[src/rtl/instruction_memory_fetch.sv]
// Programmable instruction store with a valid/ready fetch port.
// Load port writes words; each accepted fetch returns one word a cycle later.
module instruction_memory_fetch #(
    parameter int DATA_WIDTH = 32,
    parameter int DEPTH = 64,
    parameter int ADDR_WIDTH = 32,
    parameter int BYTE_ADDR = 0,
    parameter logic [DATA_WIDTH-1:0] NOP_WORD = '0
) (
    input  logic                  clk,
    input  logic                  rst,
    input  logic                  fetch_valid,
    output logic                  fetch_ready,
    input  logic [ADDR_WIDTH-1:0] fetch_addr,
    input  logic                  flush,
    output logic                  instr_valid,
    input  logic                  instr_ready,
    output logic [DATA_WIDTH-1:0] instr_data,
    output logic [ADDR_WIDTH-1:0] instr_addr,
    output logic                  instr_fault,
    input  logic                  prog_en,
    input  logic                  prog_we,
    input  logic [ADDR_WIDTH-1:0] prog_addr,
    input  logic [DATA_WIDTH-1:0] prog_data,
    output logic                  prog_err
);

    localparam int SHIFT = (BYTE_ADDR != 0) ? $clog2(DATA_WIDTH / 8) : 0;
    localparam int IW = (DEPTH > 1) ? $clog2(DEPTH) : 1;
    localparam logic [ADDR_WIDTH-1:0] DEPTH_A = ADDR_WIDTH'(DEPTH);

    logic [DATA_WIDTH-1:0] mem_q [DEPTH];

    logic                  instr_valid_q, instr_valid_d;
    logic [DATA_WIDTH-1:0] instr_data_q, instr_data_d;
    logic [ADDR_WIDTH-1:0] instr_addr_q, instr_addr_d;
    logic                  instr_fault_q, instr_fault_d;
    logic                  prog_err_q, prog_err_d;

    logic [ADDR_WIDTH-1:0] f_idx, p_idx;
    logic                  f_in_range, p_in_range;
    logic                  accept, prog_wr;

    // Index math stays at full address width so large addresses never alias.
    assign f_idx      = fetch_addr >> SHIFT;
    assign p_idx      = prog_addr >> SHIFT;
    assign f_in_range = f_idx < DEPTH_A;
    assign p_in_range = p_idx < DEPTH_A;

    assign fetch_ready = rst && !prog_en
                         && (!instr_valid_q || instr_ready || flush);
    assign accept  = fetch_valid && fetch_ready;
    assign prog_wr = prog_en && prog_we && p_in_range;

    always_comb begin
        instr_valid_d = instr_valid_q;
        instr_data_d  = instr_data_q;
        instr_addr_d  = instr_addr_q;
        instr_fault_d = instr_fault_q;
        prog_err_d    = prog_en && prog_we && !p_in_range;
        if (accept) begin
            instr_valid_d = 1'b1;
            instr_addr_d  = fetch_addr;
            instr_fault_d = !f_in_range;
            instr_data_d  = f_in_range ? mem_q[f_idx[IW-1:0]] : NOP_WORD;
        end else if (instr_valid_q && (instr_ready || flush)) begin
            instr_valid_d = 1'b0;
        end
    end

    always_ff @(posedge clk or negedge rst) begin
        if (!rst) begin
            instr_valid_q <= 1'b0;
            instr_data_q  <= '0;
            instr_addr_q  <= '0;
            instr_fault_q <= 1'b0;
            prog_err_q    <= 1'b0;
        end else begin
            instr_valid_q <= instr_valid_d;
            instr_data_q  <= instr_data_d;
            instr_addr_q  <= instr_addr_d;
            instr_fault_q <= instr_fault_d;
            prog_err_q    <= prog_err_d;
        end
    end

    // Program contents survive reset, so the array has no reset branch.
    always_ff @(posedge clk) begin
        if (prog_wr) begin
            mem_q[p_idx[IW-1:0]] <= prog_data;
        end
    end

    assign instr_valid = instr_valid_q;
    assign instr_data  = instr_data_q;
    assign instr_addr  = instr_addr_q;
    assign instr_fault = instr_fault_q;
    assign prog_err    = prog_err_q;

endmodule

[config.mk]
export PLATFORM = sky130hd
export DESIGN_NAME = instruction_memory_fetch
export DESIGN_NICKNAME = d
export VERILOG_FILES = /design/src/rtl/instruction_memory_fetch.sv
export SDC_FILE = /design/constraint.sdc
export NUM_CORES = 2
export LEC_CHECK = 0
export ABC_AREA = 1
export BUFFER_PORTS_ARGS = -buffer_cell sky130_fd_sc_hd__buf_2
export CORE_UTILIZATION = 60
export DETAILED_ROUTE_END_ITERATION = 12
export PLACE_DENSITY = 0.74
export RECOVER_POWER = 100
export SYNTH_ARGS = -nofsm -noshare
export SYNTH_HDL_FRONTEND = slang
export SYNTH_SLANG_ARGS = --single-unit
[constraint.sdc]
create_clock -name clk -period 2.6 [get_ports clk]
set_input_delay 0.26 -clock clk [delete_from_list [all_inputs] [get_ports clk]]
set_output_delay 0.26 -clock clk [all_outputs]
set_load 0.05 [all_outputs]
After elaboration in Yosys (flattened, before gate mapping) --
Memories as Yosys holds them, arrays and structs flattened. Index checks and enable logic that the tools add are counted.
Storage, ports and cells: output and inout bits 68, input port bits 103, memories 1, bits in writable memories 2048, bits in registers 67
Memory list:
- mem_q | words 64, width 32, read ports 1, clocked after memory_dff 0, write ports 1, line 32 | logic [DATA_WIDTH-1:0] mem_q [DEPTH];
Operators by class: reduce and logical (&&, ||, !) cells 15, $lt $le $gt $ge 2, mux-type cells 5
Operators with widths (number):
- less-than comparator 32 x 7 -> 1 bit (second input constant) | 2
- 2-to-1 mux 32 bit | 1
- logical AND 1 bit | 7
- zero test 1 bit | 4
- 2-to-1 mux 1 bit | 4
- logical OR 1 bit | 3
- nonzero test 2 bit | 1

Longest topological paths before layout --
depth after elaboration 6, gate-level depth with buffers 13, depth with buffers taken out 10

Worst setup path after synthesis --
Ideal clock, no wire load.
path kind in2reg, start point in prog_addr[24], end point mem mem_q[0][0] (enable), arrival time 2.587 ns, stages 8, setup time 0.421 ns, buffers on the path 0, setup slack -0.408 ns, cell sequence nor2_1 > nand4_1 > or2_1 > nor2_1 > nand3_1 > nor2_1 > nand2_1 > nor2_1
On the way: longest elaborated chain between the ends 4
Ends and longest elaborated chain:
- start, declared | line 23 | input logic [ADDR_WIDTH-1:0] prog_addr,
- less-than comparator 32 x 7 -> 1 bit | line 48 | assign p_in_range = p_idx < DEPTH_A;
- logical AND 1 bit | line 53 | assign prog_wr = prog_en && prog_we && p_in_range;
- 2-to-1 mux 1 bit | line 89 | if (prog_wr) begin
- 2-to-1 mux 1 bit (implied by the code) | line 90 | mem_q[p_idx[IW-1:0]] <= prog_data;
- end, declared | line 32
Every way passes these cells.

Worst setup path after layout --
start point in prog_data[13], end point mem mem_q[59][13], data pin
RTL lines:
- start, declared | line 24 | input logic [DATA_WIDTH-1:0] prog_data,
Straight into the memory's write port.

==> results.md <==
- Syn Inst Count: 7274
- Critical Path End Type: flop
- Final Max Tran Viols: 1727
- Synth top area cells: edfxtp_1, nand3_1, nand2_1, dfrtp_1, buf_2
- EDFF count, synth: 2048
- DRC errors left: 0
- Die area: 145000 um^2
- Final hold vios: 0
- Unrepaired setup endpoints after global routing: no
- Async set or reset register ratio after synthesis: 3.17%
- CP required: 3.05 ns
- Worst setup path start: prog_data[13]
- Initial antenna violation count: 8
- Final worst slack: around 0.13 ns
- Synth Flop Type: edfxtp_1
- Layout cells sized above 1: 10.2%
- CTS tree: yes
- Worst Hold Path EP: instr_addr[3]$_DFFE_PN0P_
- Slew margin rel.: -63.5%
- Reg2reg path depth: 5
- Avg Vias per Cell: 6.10
- Worst vdd ir: 0.524 mV
- Post-DP HPWL: 148000 um
- Root Buffer: clkbuf_16
- Skew-Pair Late Insertion Delay: 0.85 ns
- R2r setup slk: 0.28 ns
- Setup TNS: 0 ns
- Cell taking the most area after synthesis: edfxtp_1
- Area growth, synth to finish: 13.9%
- Hold Crit Class: in -> reg
- Worst R2R End: instr_data[5]$_DFFE_PN0P_
- Setup-failing EPs final: 0
- Worst Hold Depth: 3
- Final setup skew: 0.0229 ns
- Number of global-route vias before repair: between 50k and 60k
- Yosys cell types: 25
- Net Count, Synth: 7377
- Max-cap viol count: 30
- Worst hold start: fetch_valid
- Startpoint Class: primary input
- Core Region: 142000 um^2
- TritonCTS buffer count: 199
- Postcts setup bufs: 0
- Routability congestion estimate: about 0.9
- Post-layout util: 69.1%
- Die Height: 380 um
- First-pass GRT wire length: 356000 um
- WP data arrival: 2.92 ns
- Final WL: 241000 um
- Top cells by instance count after synthesis: nand2_1, edfxtp_1, nand3_1
- Post-synthesis register bit count: 2115
- Register area share after synthesis: 73.5%
- Tmin final: 2.47 ns
- Congestion Overflow GR: 0
- Worst Max-Slew Pin Slew: 2.45 ns
- Port Buffers: 170
- Kind of critical path: in -> reg
- GRT Util Overall: between 30% and 40%
- Antenna Nets Post-Route: 0
- H-tree levels: 4
- Wirelength per Cell: 24.9 um
- DRT iter0 DRCs: 9184
- P_leak: 36.4 nW
- Top-count cell post-synth: nand2_1
- PwrDens: slightly above 700 nW/um^2
- Via count: 59.2k
- Worst r2r src: instr_valid$_DFFE_PN0P_
- First-pass iteration count of the detailed router: 6
- Clock Path Buffers: 3
- Warnings from Yosys: 0
- Failing checks: capacitance limit, slew limit
- Post-synthesis area per instance: approximately 12 um^2
- # rows: 138
- Worst Path Max Fanout: 38
- Outcome: complete, but fails checks
- NumNets Final: 7744
- Initial Util: about three fifths
- Setup WS pre-CTS: -0.0401 ns
- Die width: around 380 um
- Largest net degree at the start of global routing: 96
- Reg clk slew, reported paths: approximately 0.060 ns
- Max Fclk: 405 MHz
- Fill cell count: 9563
- Period Utilization, post-route: a little over nine tenths
- Top cell type's share of synthesized area: 71.6%
- Post-Syn Area: between 80000 and 90000 um^2
- Clk sink count: 2115
- I/O pins: around 170
## layer usage
metal  vias to the layer above  part of all wire (%)  global-route usage [%]
li1                      26187                     -                       -
met1                     28326                    37                    45.9
met2                      4072                    45                    49.8
met3                       591                    13                    7.84
met4                         4                   5.2                    16.9
met5                         -                0.0087                       0
## critical path, cell delays in order
cell	delay [ns]
dlygate4sd3_1	0.52
clkbuf_2	1.00
dlymetal6s2s_1	1.09
## flip-flops by register name, indices dropped and copies added (netlist names)
name and count:
instr_addr 32, instr_data 32, instr_fault 1, instr_valid 1
mem_q 2048, prog_err 1
## cell usage in the layout, fill, tap and decap left out, drive strengths merged
| cell | count |
|---|---|
| nand2 | 2275 |
| nor3 | 2 |
| nor4 | 2 |
| clkinvlp | 3 |
| dlygate4sd3 | 49 |
| nand3 | 1951 |
| or3b | 1 |
| inv | 323 |
| diode | 3 |
| dlymetal6s4s | 1 |
| dfrtp | 67 |
| mux2 | 8 |
| edfxtp | 2048 |
| clkinv | 100 |
| dlymetal6s2s | 1 |
| clkbuf | 447 |
| or2 | 29 |
| nand4 | 7 |
| buf | 370 |
| nor2 | 85 |
| a21oi | 1 |
| o21ai | 24 |
| bufinv | 13 |
## worst max-delay path by stage
stage | end | cells past startpoint
detailed placement | mem_q[6][20]$_DFFE_PP_ | 12
global route | mem_q[7][18]$_DFFE_PP_ | 13
global placement | mem_q[25][9]$_DFFE_PP_ | 12
finish | mem_q[59][13]$_DFFE_PP_ | 3
floorplan | mem_q[0][0]$_DFFE_PP_ | 8
CTS | fetch_ready | 4
## layout make-up
class	count	area, um^2	share of cell area, %
diodes	3	7.51	0.00767
clock buffers	244	5240	5.35
clock inverters	123	1030	1.05
inverters	316	1230	1.26
multi-input cells	4385	19300	19.7
flip-flops and latches	2115	63200	64.5
well taps	1890	2360	2.42
repair buffers	624	5590	5.71
## cell families (layout without fill, tap and decap cells)
family                 count (synthesis)  in the layout  synth area share (%)
AO/OA/AOI/OAI                         25             25                 0.146
buffers and inverters                774           1307                  4.24
flip-flops                          2115           2115                  73.5
multiplexers                           8              8                 0.105
other                                  0              3                     0
AND/OR/NAND/NOR                     4352           4352                  22.0
## per-stage QoR
step	instance area [um^2]	cells	hold slack [ns]	power (W)
after floorplan	85900	7274	-0.0356	0.0408
after global placement	92400	9281	0.131	0.0430
after detailed placement	92400	9281	0.134	0.0431
after CTS	99200	9697	0.0104	0.0707
after global routing	97900	9698	0.0473	0.0722
final	97900	9700	0.0169	0.0707
## power by group
| part | switching, W | internal, W |
|---|---|---|
| sequential | 0.0000507 | 0.0375 |
| combinational | 0.00374 | 0.00129 |
| clock | 0.0125 | 0.0156 |
## timing repair
item,CTS,global route
hold buffers,49,0
hold endpoints to repair,632,0
resized for setup,0,0
Power figures use the tool's default switching activity.
